==> src/rtl/arb_pkg.sv <==
// Shared types and the rotating-priority pick function for the round-robin arbiter.
package arb_pkg;

  // Widest arbiter the pick function supports (32 requesters).
  localparam int unsigned ARB_MAX_SEL_BITS = 5;
  localparam int unsigned ARB_MAX_REQ      = 1 << ARB_MAX_SEL_BITS;

  typedef enum logic {
    ARB_IDLE,
    ARB_GRANT
  } arb_state_e;

  // Returns the first set request scanning ptr, ptr+1, ... modulo n_req.
  // The result is meaningless when no request is set; callers gate on |req.
  function automatic int unsigned rr_pick(input logic [ARB_MAX_REQ-1:0] req,
                                          input int unsigned ptr,
                                          input int unsigned n_req);
    int unsigned pick;
    int unsigned j;
    logic        found;
    pick  = ptr;
    found = 1'b0;
    for (int unsigned i = 0; i < ARB_MAX_REQ; i++) begin
      j = (ptr + i) % n_req;
      if (i < n_req && !found && req[j]) begin
        pick  = j;
        found = 1'b1;
      end
    end
    return pick;
  endfunction

endpackage

==> src/rtl/dec.sv <==
// Binary-to-one-hot decoder: sets exactly one output bit selected by i_sel.
module dec #(
  parameter int N_SEL_BITS = 2
) (
  input  logic [N_SEL_BITS-1:0]    i_sel,
  output logic [2**N_SEL_BITS-1:0] o_dec
);

  // NOTE: assigning a default before the indexed write keeps this purely
  // combinational; skipping it would infer a latch.
  always_comb begin
    o_dec        = '0;
    o_dec[i_sel] = 1'b1;
  end

endmodule

==> src/rtl/rr_arbiter.sv <==
// Round-robin arbiter with grant hold until done/request drop.
// Optional forced release after MAX_HOLD cycles when ARB_TIMEOUT_EN is defined.
module rr_arbiter
  import arb_pkg::*;
#(
  parameter int N_SEL_BITS = 2,
  parameter int MAX_HOLD   = 16
) (
  input  logic                    i_clk,
  input  logic                    i_rst,
  input  logic [2**N_SEL_BITS-1:0] i_req,
  input  logic                    i_done,
  output logic                    o_gnt_valid,
  output logic [N_SEL_BITS-1:0]   o_gnt_idx,
  output logic [2**N_SEL_BITS-1:0] o_gnt,
  output logic                    o_timeout
);

  localparam int N_REQ = 2**N_SEL_BITS;

  if (MAX_HOLD < 2) begin : g_bad_max_hold
    $error("rr_arbiter: MAX_HOLD must be >= 2");
  end

  arb_state_e              state, state_n;
  logic [N_SEL_BITS-1:0]   ptr, ptr_n;
  logic [N_SEL_BITS-1:0]   idx_n;
  logic [N_SEL_BITS-1:0]   scan_ptr;
  logic [N_SEL_BITS-1:0]   pick;
  logic [N_SEL_BITS-1:0]   idx_inc;
  logic                    valid_n;
  logic                    any_req;
  logic                    release_now;
  logic                    timeout_hit;
  logic [N_REQ-1:0]        raw_gnt;

  assign any_req = |i_req;
  assign idx_inc = o_gnt_idx + N_SEL_BITS'(1);

  // While a grant is active the only pick that matters is the one on release,
  // which starts just past the current owner so it gets lowest priority.
  assign scan_ptr = (state == ARB_GRANT) ? idx_inc : ptr;
  assign pick     = N_SEL_BITS'(rr_pick(ARB_MAX_REQ'(i_req), 32'(scan_ptr), N_REQ));

  // A dropped request counts as an implicit done.
  assign release_now = (state == ARB_GRANT) &&
                       (i_done || !i_req[o_gnt_idx] || timeout_hit);

  always_comb begin
    state_n = state;
    idx_n   = o_gnt_idx;
    valid_n = o_gnt_valid;
    ptr_n   = ptr;
    case (state)
      ARB_IDLE: begin
        if (any_req) begin
          state_n = ARB_GRANT;
          idx_n   = pick;
          valid_n = 1'b1;
        end
      end
      ARB_GRANT: begin
        if (release_now) begin
          ptr_n = idx_inc;
          if (any_req) begin
            idx_n = pick;
          end else begin
            state_n = ARB_IDLE;
            valid_n = 1'b0;
          end
        end
      end
      default: begin
        state_n = ARB_IDLE;
        valid_n = 1'b0;
      end
    endcase
  end

  // NOTE: state registers use non-blocking assignments so every flop samples
  // the pre-edge values computed above, regardless of block ordering.
  always_ff @(posedge i_clk or posedge i_rst) begin
    if (i_rst) begin
      state       <= ARB_IDLE;
      ptr         <= '0;
      o_gnt_idx   <= '0;
      o_gnt_valid <= 1'b0;
    end else begin
      state       <= state_n;
      ptr         <= ptr_n;
      o_gnt_idx   <= idx_n;
      o_gnt_valid <= valid_n;
    end
  end

`ifdef ARB_TIMEOUT_EN
  localparam int HOLD_W = $clog2(MAX_HOLD);

  logic [HOLD_W-1:0] hold_cnt;
  logic              timeout_q;

  // A done or request drop in the final cycle wins: that is a normal release.
  assign timeout_hit = (state == ARB_GRANT) &&
                       (hold_cnt == HOLD_W'(MAX_HOLD - 1)) &&
                       !i_done && i_req[o_gnt_idx];

  always_ff @(posedge i_clk or posedge i_rst) begin
    if (i_rst) begin
      hold_cnt  <= '0;
      timeout_q <= 1'b0;
    end else begin
      timeout_q <= timeout_hit;
      if (state_n == ARB_GRANT && (state == ARB_IDLE || release_now)) begin
        hold_cnt <= '0;
      end else if (state == ARB_GRANT) begin
        hold_cnt <= hold_cnt + HOLD_W'(1);
      end
    end
  end

  assign o_timeout = timeout_q;
`else
  assign timeout_hit = 1'b0;
  assign o_timeout   = 1'b0;
`endif

  dec #(
    .N_SEL_BITS(N_SEL_BITS)
  ) u_dec (
    .i_sel(o_gnt_idx),
    .o_dec(raw_gnt)
  );

  assign o_gnt = raw_gnt & {N_REQ{o_gnt_valid}};

endmodule

==> config.mk <==
export PLATFORM = sky130hd
export DESIGN_NAME = rr_arbiter
export DESIGN_NICKNAME = d
export VERILOG_FILES = /design/src/rtl/arb_pkg.sv /design/src/rtl/dec.sv /design/src/rtl/rr_arbiter.sv
export SDC_FILE = /design/constraint.sdc
export NUM_CORES = 1
export LEC_CHECK = 0
export CAP_MARGIN = 20
export CORE_AREA = 2 2 39 41
export DETAILED_ROUTE_END_ITERATION = 16
export DIE_AREA = 0 0 41 43
export DONT_BUFFER_PORTS = 1
export GPL_TIMING_DRIVEN = 1
export PLACE_DENSITY = 0.62
export SYNTH_ARGS = -nofsm -noshare
export SYNTH_HDL_FRONTEND = slang
export SYNTH_HIERARCHICAL = 1
export SYNTH_SLANG_ARGS = --single-unit
export TNS_END_PERCENT = 50
==> constraint.sdc <==
create_clock -name i_clk -period 2.4 [get_ports i_clk]
set_input_delay 0.72 -clock i_clk [delete_from_list [all_inputs] [get_ports i_clk]]
set_output_delay 0.72 -clock i_clk [all_outputs]
set_load 0.01 [all_outputs]
# After elaboration in Yosys (flattened, before gate mapping)
# Index checks and enable logic that the tools add are counted.
[totals] ff_bits=6 elab_cells=61
[classes] n_addsub=4 order_cmp=6 n_eq_ne=3 muxes=29 bitwise=2 reduce_logical=13
[ops] cell="$lt A2 B6 Y1 const B" count=4
[ops] cell="$mux W1" count=14
[ops] cell="$mux W2" count=6
[ops] cell="$bmux W1 S2" count=5
[ops] cell="$logic_and A1 B1 Y1" count=5
[ops] cell="$add A2 B1 Y2 const B" count=2
[ops] cell="$add A2 B2 Y2 const B" count=2
[ops] cell="$and A4 B4 Y4" count=1
[ops] cell="$logic_not A1 Y1" count=4
[ops] cell="$ne A2 B2 Y1 const B" count=2
[ops] cell="$pmux W1 S2" count=2
[ops] cell="$pmux W2 S2" count=1
[ops] cell="$reduce_or A4 Y1" count=1
[ops] cell="$lt A2 B3 Y1 const B" count=1
[ops] cell="$reduce_and A3 Y1" count=1
[ops] cell="$demux W1 S2" count=1
[ops] cell="$ge A2 B1 Y1 const B" count=1
[ops] cell="$ne A2 B1 Y1 const B" count=1
[ops] cell="$reduce_and A2 Y1" count=1
[ops] cell="$logic_or A1 B1 Y1" count=1
[ops] cell="$not A1 Y1" count=1

# Longest topological paths before layout
# Gate-level depths: netlist of run 1.
[logic_depth] depth_word=17 ltp_mapped=5 depth_no_buf=4

# Hierarchy
# The synthesis of run 1 kept the hierarchy.
[by_module_without_submodules] mod="rr_arbiter" n_inst=1 cells_per_inst=61 area_each_um2=528.0
[by_module_without_submodules] mod="dec" n_inst=1 cells_per_inst=4 area_each_um2=26.3

# Least setup slack after synthesis of run 1
# OpenSTA, ideal clock, no wires.
[synth_path] path_type="input port to flip-flop" start="in i_req[1]" end="reg o_gnt_idx[0]" setup_ns=0.120 arrival_ns=1.785 required_ns=2.280 path_slack_ns=0.495 path_stages=5 path_buffers=1 cell_sequence="buf_6 mux4_2 a31oi_4 nor2_1 a41o_1"
[synth_via] elab_chain_cells=15 word_cells_on_any_way=30 cone_classes="1 x eq/ne; 19 x mux; 10 x reduce/logical"
[synth_lines] item="start: declaration" line_no="rr_arbiter.sv:11" source="input logic [2**N_SEL_BITS-1:0] i_req,"
[synth_lines] item="$bmux W1 S2" line_no="arb_pkg.sv:25" source="if (i < n_req && !found && req[j]) begin"
[synth_lines] item="$mux W1 (implied by the code)" line_no="arb_pkg.sv:25"
[synth_lines] item="$mux W1" line_no="arb_pkg.sv:25"
[synth_lines] item="$logic_not A1 Y1" line_no="arb_pkg.sv:25"
[synth_lines] item="$logic_and A1 B1 Y1" line_no="arb_pkg.sv:25"
[synth_lines] item="$mux W1" line_no="arb_pkg.sv:25"
[synth_lines] item="$logic_not A1 Y1" line_no="arb_pkg.sv:25"
[synth_lines] item="$logic_and A1 B1 Y1" line_no="arb_pkg.sv:25"
[synth_lines] item="$mux W1" line_no="arb_pkg.sv:25"
[synth_lines] item="$logic_not A1 Y1" line_no="arb_pkg.sv:25"
[synth_lines] item="$logic_and A1 B1 Y1" line_no="arb_pkg.sv:25"
[synth_lines] item="$mux W2" line_no="arb_pkg.sv:25"
[synth_lines] item="$mux W2" line_no="rr_arbiter.sv:56, rr_arbiter.sv:65"
[synth_lines] item="$mux W2" line_no="rr_arbiter.sv:63" source="if (release_now) begin"
[synth_lines] item="$pmux W2 S2" line_no="rr_arbiter.sv:54" source="case (state)"
[synth_lines] item="end signal: assignment" line_no="rr_arbiter.sv:91" source="o_gnt_idx <= idx_n;"
[synth_lines] item="end: declaration" line_no="rr_arbiter.sv:14" source="output logic [N_SEL_BITS-1:0] o_gnt_idx,"
# Parallel ways exist; a longest one is shown, timed or not. The select of a mux whose other input is x is not followed.
# A chain may end at the register's enable or synchronous reset.

# Worst setup path in the final report of run 1
[layout_path] start="reg o_gnt_idx[1]" end="out o_gnt[1]"
[layout_via] elab_chain_cells=5 word_cells_on_any_way=6 cone_classes="2 x order compare; 2 x mux; 1 x bitwise; 1 x reduce/logical"
[layout_lines] item="$lt A2 B3 Y1 (implied by the code) / $ge A2 B1 Y1 (equally long branches)" line_no="dec.sv:13" source="o_dec[i_sel] = 1'b1;"
[layout_lines] item="$logic_and A1 B1 Y1 (implied by the code)" line_no="dec.sv:13"
[layout_lines] item="$mux W1 (implied by the code)" line_no="dec.sv:13"
[layout_lines] item="$demux W1 S2 (*)" line_no="dec.sv:13"
[layout_lines] item="via raw_gnt[1]" line_no="rr_arbiter.sv:35" source="logic [N_REQ-1:0] raw_gnt;"
[layout_lines] item="$and A4 B4 Y4 (*)" line_no="rr_arbiter.sv:134" source="assign o_gnt = raw_gnt & {N_REQ{o_gnt_valid}};"
[layout_lines] item="end: declaration" line_no="rr_arbiter.sv:15" source="output logic [2**N_SEL_BITS-1:0] o_gnt,"
# Mark *: on every way through the listed nets, which the timed path passes. The rest lies on a longest branch.

==> results.md, run 1 <==
* Status: completed
* Largest net degree at the start of global routing at 16
* Crit-path max cell delay at about 0.58 ns
* Hold Vio Cnt, Final at 0
* Routability congestion estimate from global placement at 0.795
* Initial core utilization at 0.401
* Most common cell after layout, fill and taps aside: nor2_1
* Worst EP required at 1.68 ns
* Sequential cell area fraction in the yosys report at 0.271
* CTS max path bufs at 2
* Final setup fails at 0
* Die W at ~40 µm
* Crit path buffers/inverters at 0
* Ys Warns at 6
* Static Leakage at between 0.0002 and 0.00025 µW
* Post-synth EDFFs at 0
* Yosys cell types at 35
* Post-CTS Setup Repair Bufs at 0
* Flops & latches, synth at 6
* CTS tree: done
* Register-to-Register Path Depth at 4
* Setup CP Type: register to output pin
* # DRC at 0
* Final period utilization at 0.829
* Slew Limit Fails at 0
* # diodes at 0
* Vias in the first global route at ~400
* Async set-reset flop share out of synthesis at 1.00
* Pwr Density at 1080 mW/mm²
* CP delay by family, top: flip-flops
* Max VDD drop at approximately 0.42 mV
* Routed wire per std cell at between 10 and 15 µm
* Post_cts resized at 0
* Post-layout net count at 74
* Clk sinks at 6
* Post-Syn Area per Cell at ~8.5 µm²
* Drt initial violations at 8
* Placed cell area at approximately 540 µm²
* Root buf cell: clkbuf_4
* Crit-path slowest cell: dfrtp_1
* Die H at 43 µm
* Post-layout min period at 1.99 ns
* Post-route cell area at 567 µm²
* Pre-antenna DRT Iters at 4
* Vias per cell at roughly 5.7
* Total GRT Usage at 0.152
* Worst Path Max Fanout at 11
* Cell area after synthesis at ~550 µm²
* Total power at 612 µW
* Post-CTS Hold Buffers at 0
* DIE AREA at around 0.0018 mm²
* Worst reg-to-reg setup slack at between 0.5 and 0.6 ns
* Synthesized instance count at 65
* Core Box Area at 0.00138 mm²
* Skew final at roughly 0.0022 ns
* I/O Buffers at 0
* FMAX at a little over 500 MHz
* Final ANT Viol Nets at 0
* Worst hold-check path type: input port to async pin
* Critical path launch point type: register
* Global-route wire length before repair at between 1500 and 2000 µm
* Clk_lat worst skew at 0.24 ns
* Clock transition at path regs at about 0.040 ns
* Most frequent cells in the layout: nor2_1 (8), inv_1 (7), dfrtp_1 (6)
* Total CTS buffers at 3
* Synth Net Count at 72
* Total gr overflow at 0
* Crit-path cells: and2b_2 > and2_1
* Main synth FF type: dfrtp_1
* Standard-cell row count at 14
* Cell depth of the worst setup path at 2
* Max cap viols at 0
* Post-DP HPWL at a little over 800 µm
* Vias at roughly 460
* Crit path capture type: output pin
* RSZ-0062 raised after global routing: false
* Setup_tns at 0 ns
* CTS H-tree depth at 1
* Layout area overhead at 2.26%
* Antenna violations before repair at 0
* Io pins at 15
* Worst Path Arrival at between 1 and 1.5 ns
* Share of cells above drive strength 1 at 0.169
* Routed wire length at ~1100 µm
[cells by family after synthesis]
kind of cell           count (synthesis)  synth area share
other                                  1           0.00677
multiplexers                           2            0.0587
XOR/XNOR                               1            0.0158
AO/OA/AOI/OAI                         20             0.293
buffers and inverters                 11             0.115
AND/OR/NAND/NOR                       24             0.239
flip-flops                             6             0.271
[per-stage QoR]
stage | setup WS [ns] | hold slack, ns | util | std cells
after floorplan | 0.495 | 0.511 | - | 65
after global placement | 0.582 | 0.535 | 0.393 | 78
after detailed placement | 0.559 | 0.533 | 0.393 | 78
after CTS | 0.402 | 0.273 | 0.410 | 81
after global routing | 0.320 | 0.274 | 0.410 | 81
final | 0.410 | 0.273 | 0.410 | 81
[cell usage after synthesis, drive strengths merged (2+ instances only)]
master,instances,share of area
and2,6,0.070
nand2b,2,0.023
a21oi,5,0.045
a31oi,4,0.072
inv,7,0.047
nor2,8,0.054
dfrtp,6,0.27
buf,3,0.054
[final cells by class]
class | instances | area [µm²]
multi-input combinational | 48 | 340
sequential | 6 | 150
fill | 137 | 817
timing repair buffer | 1 | 7.51
tap | 16 | 20.0
inverter | 7 | 26.3
clock buffer | 3 | 22.5
[routing by layer]
| layer | part of all wire | track usage |
|---|---|---|
| met5 | 0 | 0 |
| met2 | 0.48 | 0.222 |
| met1 | 0.47 | 0.223 |
| met4 | 0 | 0.0200 |
| met3 | 0.046 | 0.0471 |
[flip-flops by register name, summed over array words and instances (netlist names)]
signal and cells:
o_gnt_valid 1, ptr 2, state 1, o_gnt_idx 2
[worst reg2reg max path, cell delays in order (launching register included)]
cell and delay (ns):
dfrtp_1 0.62, mux4_2 0.62, a31oi_4 0.23, nor2_1 0.06, a41o_1 0.19
[path summary, 6_finish.rpt]
kind / start / to
max: o_gnt_idx[1] / o_gnt[1]
min: i_rst / o_gnt_idx[0]
max reg2reg: o_gnt_idx[0] / o_gnt_idx[0]
min reg2reg: ptr[0] / ptr[0]
max in group asynchronous: i_rst / ptr[0]
min in group i_clk: ptr[0] / ptr[0]
[power breakdown]
| part | switching (µW) | leakage [µW] | internal [µW] | total (µW) |
|---|---|---|---|---|
| registers | 101 | 0.0000654 | 141 | 242 |
| logic | 137 | 0.000155 | 144 | 281 |
| clock network | 33.1 | 0.0000138 | 56.3 | 89.4 |
| total | 271 | 0.000234 | 341 | 612 |
No activity file was read; power rests on OpenSTA's default activity.
==> run 2, diff against run 1 <==
--- a/config.mk
+++ b/config.mk
@@ -11,7 +11,7 @@
 export DIE_AREA = 0 0 41 43
 export DONT_BUFFER_PORTS = 1
 export GPL_TIMING_DRIVEN = 1
-export PLACE_DENSITY = 0.62
+export PLACE_DENSITY = 0.64
 export SYNTH_ARGS = -nofsm -noshare
 export SYNTH_HDL_FRONTEND = slang
 export SYNTH_HIERARCHICAL = 1
==> constraint.sdc (replaced) <==
create_clock -name i_clk -period 1.7 [get_ports i_clk]
set_input_delay 0.51 -clock i_clk [delete_from_list [all_inputs] [get_ports i_clk]]
set_output_delay 0.51 -clock i_clk [all_outputs]
set_load 0.01 [all_outputs]
==> run 2 against run 1 <==
Against the previous run: clock power grew 55%; power up 56%; non-clock buffer count is 3 higher; clock-buffer cell count increased by 1; design area is 6.6% higher; flip-flop and latch count unchanged; register-to-register slack worse by 0.50 ns; combinational power up 86%; global-route usage rose by 0.086 points; via count grew 4.1%; die area did not move; critical path type is now register to register; critical endpoint is now o_gnt_idx[0]; largest cell class unchanged; highest routed layer unchanged.
==> results.md, run 2 (synthesis results as in run 1) <==
* Status: completed (unchanged)
* Clk sinks at 6 (unchanged)
* Worst hold-check path type: input port to async pin (unchanged)
* Final ANT Viol Nets at 0 (unchanged)
* Worst EP required at 1.83 ns (was 1.68 ns)
* Final period utilization at 0.964
* Routed wire per std cell at 13.8 µm (about the same)
* Vias per cell at 5.65 (was 5.69)
* Clock power share at 0.146 (about the same)
* # diodes at 0 (unchanged)
* Most common cell after layout, fill and taps aside: nor2_1 (unchanged)
* Io pins at 15 (unchanged)
* Most frequent cells in the layout: nor2_1 (8), inv_1 (7), a21oi_1 (5) (was nor2_1 (8), inv_1 (7), dfrtp_1 (6))
* Standard-cell row count at 14 (unchanged)
* Routed wire length at 1180 µm (was 1120 µm)
* Critical path launch point type: register (unchanged)
* Clk_lat worst skew at 0.25 ns (was 0.24 ns)
* Crit-path cells: buf_4 > mux4_2 > a31oi_4 > nor2_1 > a41o_1 (was and2b_2 > and2_1)
* Static Leakage at 0.000252 µW (was 0.000234 µW)
* Total GRT Usage at 0.153 (was 0.152)
* Post-DP HPWL at 880 µm (was 830 µm)
* Register-to-Register Path Depth at 5 (was 4)
* Setup CP Type: register to register (was register to output pin)
* Pwr Density at 1580 mW/mm² (was 1080 mW/mm²)
* Die H at 43 µm (unchanged)
* Combinational Power Share at 0.549 (was 0.459)
* Max cap viols at 0 (unchanged)
* # DRC at 0 (unchanged)
* Core Box Area at 0.00138 mm² (unchanged)
* Fill count at 144 (was 137)
* Sw frac at 0.413 (was 0.443)
* Final cell count without fillers at 85 (was 81)
* Clock transition at path regs at 0.05 ns (was 0.04 ns)
* Layout area overhead at 9.03% (was 2.26%)
* Worst Path Max Fanout at 4 (was 11)
* Global-route wire length before repair at 1840 µm (was 1820 µm)
* Total CTS buffers at 3 (unchanged)
* FMAX at between 600 and 700 MHz
* CTS tree: done (unchanged)
* Cells after DPL at 80 (was 78)
* Crit-path slowest cell: mux4_2 (was dfrtp_1)
* I/O Buffers at 0 (unchanged)
* Post-layout min period at ~1.6 ns
* Vias in the first global route at 446 (was 403)
* Share of cells above drive strength 1 at 0.261 (was 0.169)
* Slew Limit Fails at 0 (unchanged)
* Vias at 480 (was 461)
* Drt initial violations at 6 (was 8)
* Psw at 394 µW (was 271 µW)
* Crit path capture type: register (was output pin)
* Hold Vio Cnt, Final at 0 (unchanged)
* CTS H-tree depth at 1 (unchanged)
* Largest registers: o_gnt_idx: 2 flops, ptr: 2 flops (unchanged)
* Antenna violations before repair at 0 (unchanged)
* Crit-path max cell delay at 0.55 ns (was 0.58 ns)
* Root buf cell: clkbuf_4 (unchanged)
* Final setup fails at 0 (unchanged)
* Total gr overflow at 0 (unchanged)
* Pre-antenna DRT Iters at 2 (was 4)
* Worst Path Arrival at 1.77 ns (was 1.27 ns)
* DIE AREA at 0.00176 mm² (unchanged)
* Post-layout net count at 77 (was 74)
* RSZ-0062 raised after global routing: false (unchanged)
* CTS max path bufs at 2 (unchanged)
* Initial core utilization at 0.401 (unchanged)
* Setup_tns at 0 ns (unchanged)
* Routability congestion estimate from global placement at 0.916 (was 0.795)
* Largest net degree at the start of global routing at 16 (unchanged)
* Skew final at 0.00788 ns (was 0.00215 ns)
* Int Power at 561 µW (was 341 µW)
* Die W at 41 µm (unchanged)
* Part of the power in registers at 0.306 (was 0.395)
* Max VDD drop at 0.596 mV (was 0.421 mV)
==> run 2: power groups by stage <==
stage	Sequential (µW)	Combinational [µW]	Clock, µW
2_1_floorplan	288	398	0
3_3_place_gp	303	462	0
3_5_place_dp	304	470	0
4_1_cts	284	506	145
5_1_grt	301	580	157
6_report	292	524	139
==> run 2: final timing paths <==
check | start | endpoint | slack, ns
hold reg to reg | o_gnt_idx[0] | ptr[0] | 0.61
setup reg to reg | o_gnt_idx[0] | o_gnt_idx[0] | 0.06
max in group asynchronous | i_rst | o_gnt_idx[1] | 1.42
min in group i_clk | i_req[2] | o_gnt_idx[0] | 0.51
setup / recovery | o_gnt_idx[0] | o_gnt_idx[0] | 0.06
hold / removal | i_rst | o_gnt_valid | 0.07
==> run 2: per-layer routing <==
| layer | GRT usage | vias to the layer above | wire length [µm] |
|---|---|---|---|
| met1 | 0.219 | 227 | 574 |
| met5 | 0 | - | 0 |
| met2 | 0.222 | 13 | 548 |
| met4 | 0.00667 | 0 | 0 |
| met3 | 0.0681 | 0 | 53 |
| li1 | - | 240 | - |
==> run 2: through the flow <==
step	setup slack [ns]	utilization	total power [µW]	cell area, µm²	hold WS, ns
after floorplan	0.00370	-	686	556	0.301
after global placement	0.0931	0.405	765	561	0.326
after detailed placement	0.0751	0.405	774	561	0.330
after CTS	0.00335	0.429	935	594	0.0637
after global routing	0.0144	0.437	1040	604	0.0670
final	0.0609	0.437	954	604	0.0668
==> run 2: layout make-up <==
cell class              instances  area [µm²]  share of cell area
well taps                      16        20.0              0.0331
inverters                       7        26.3              0.0435
flip-flops and latches          6         153               0.253
clock buffers                   4        26.3              0.0435
repair buffers                  4        33.8              0.0559
multi-input cells              48         345               0.571
==> run 2: critical path: cells and delay by family, from the launching register on <==
| kind | cells | cell delay, ns |
|---|---|---|
| mux | 1 | 0.55 |
| compound gates | 2 | 0.42 |
| flops | 1 | 0.36 |
| buf+inv | 1 | 0.14 |
| simple gates | 1 | 0.06 |
==> run 2: what timing repair did <==
action,in CTS,in global routing
gates cloned,0,0
buffers inserted,1,0
setup endpoints to repair,2,2
hold buffers,0,0
resized for setup,0,4
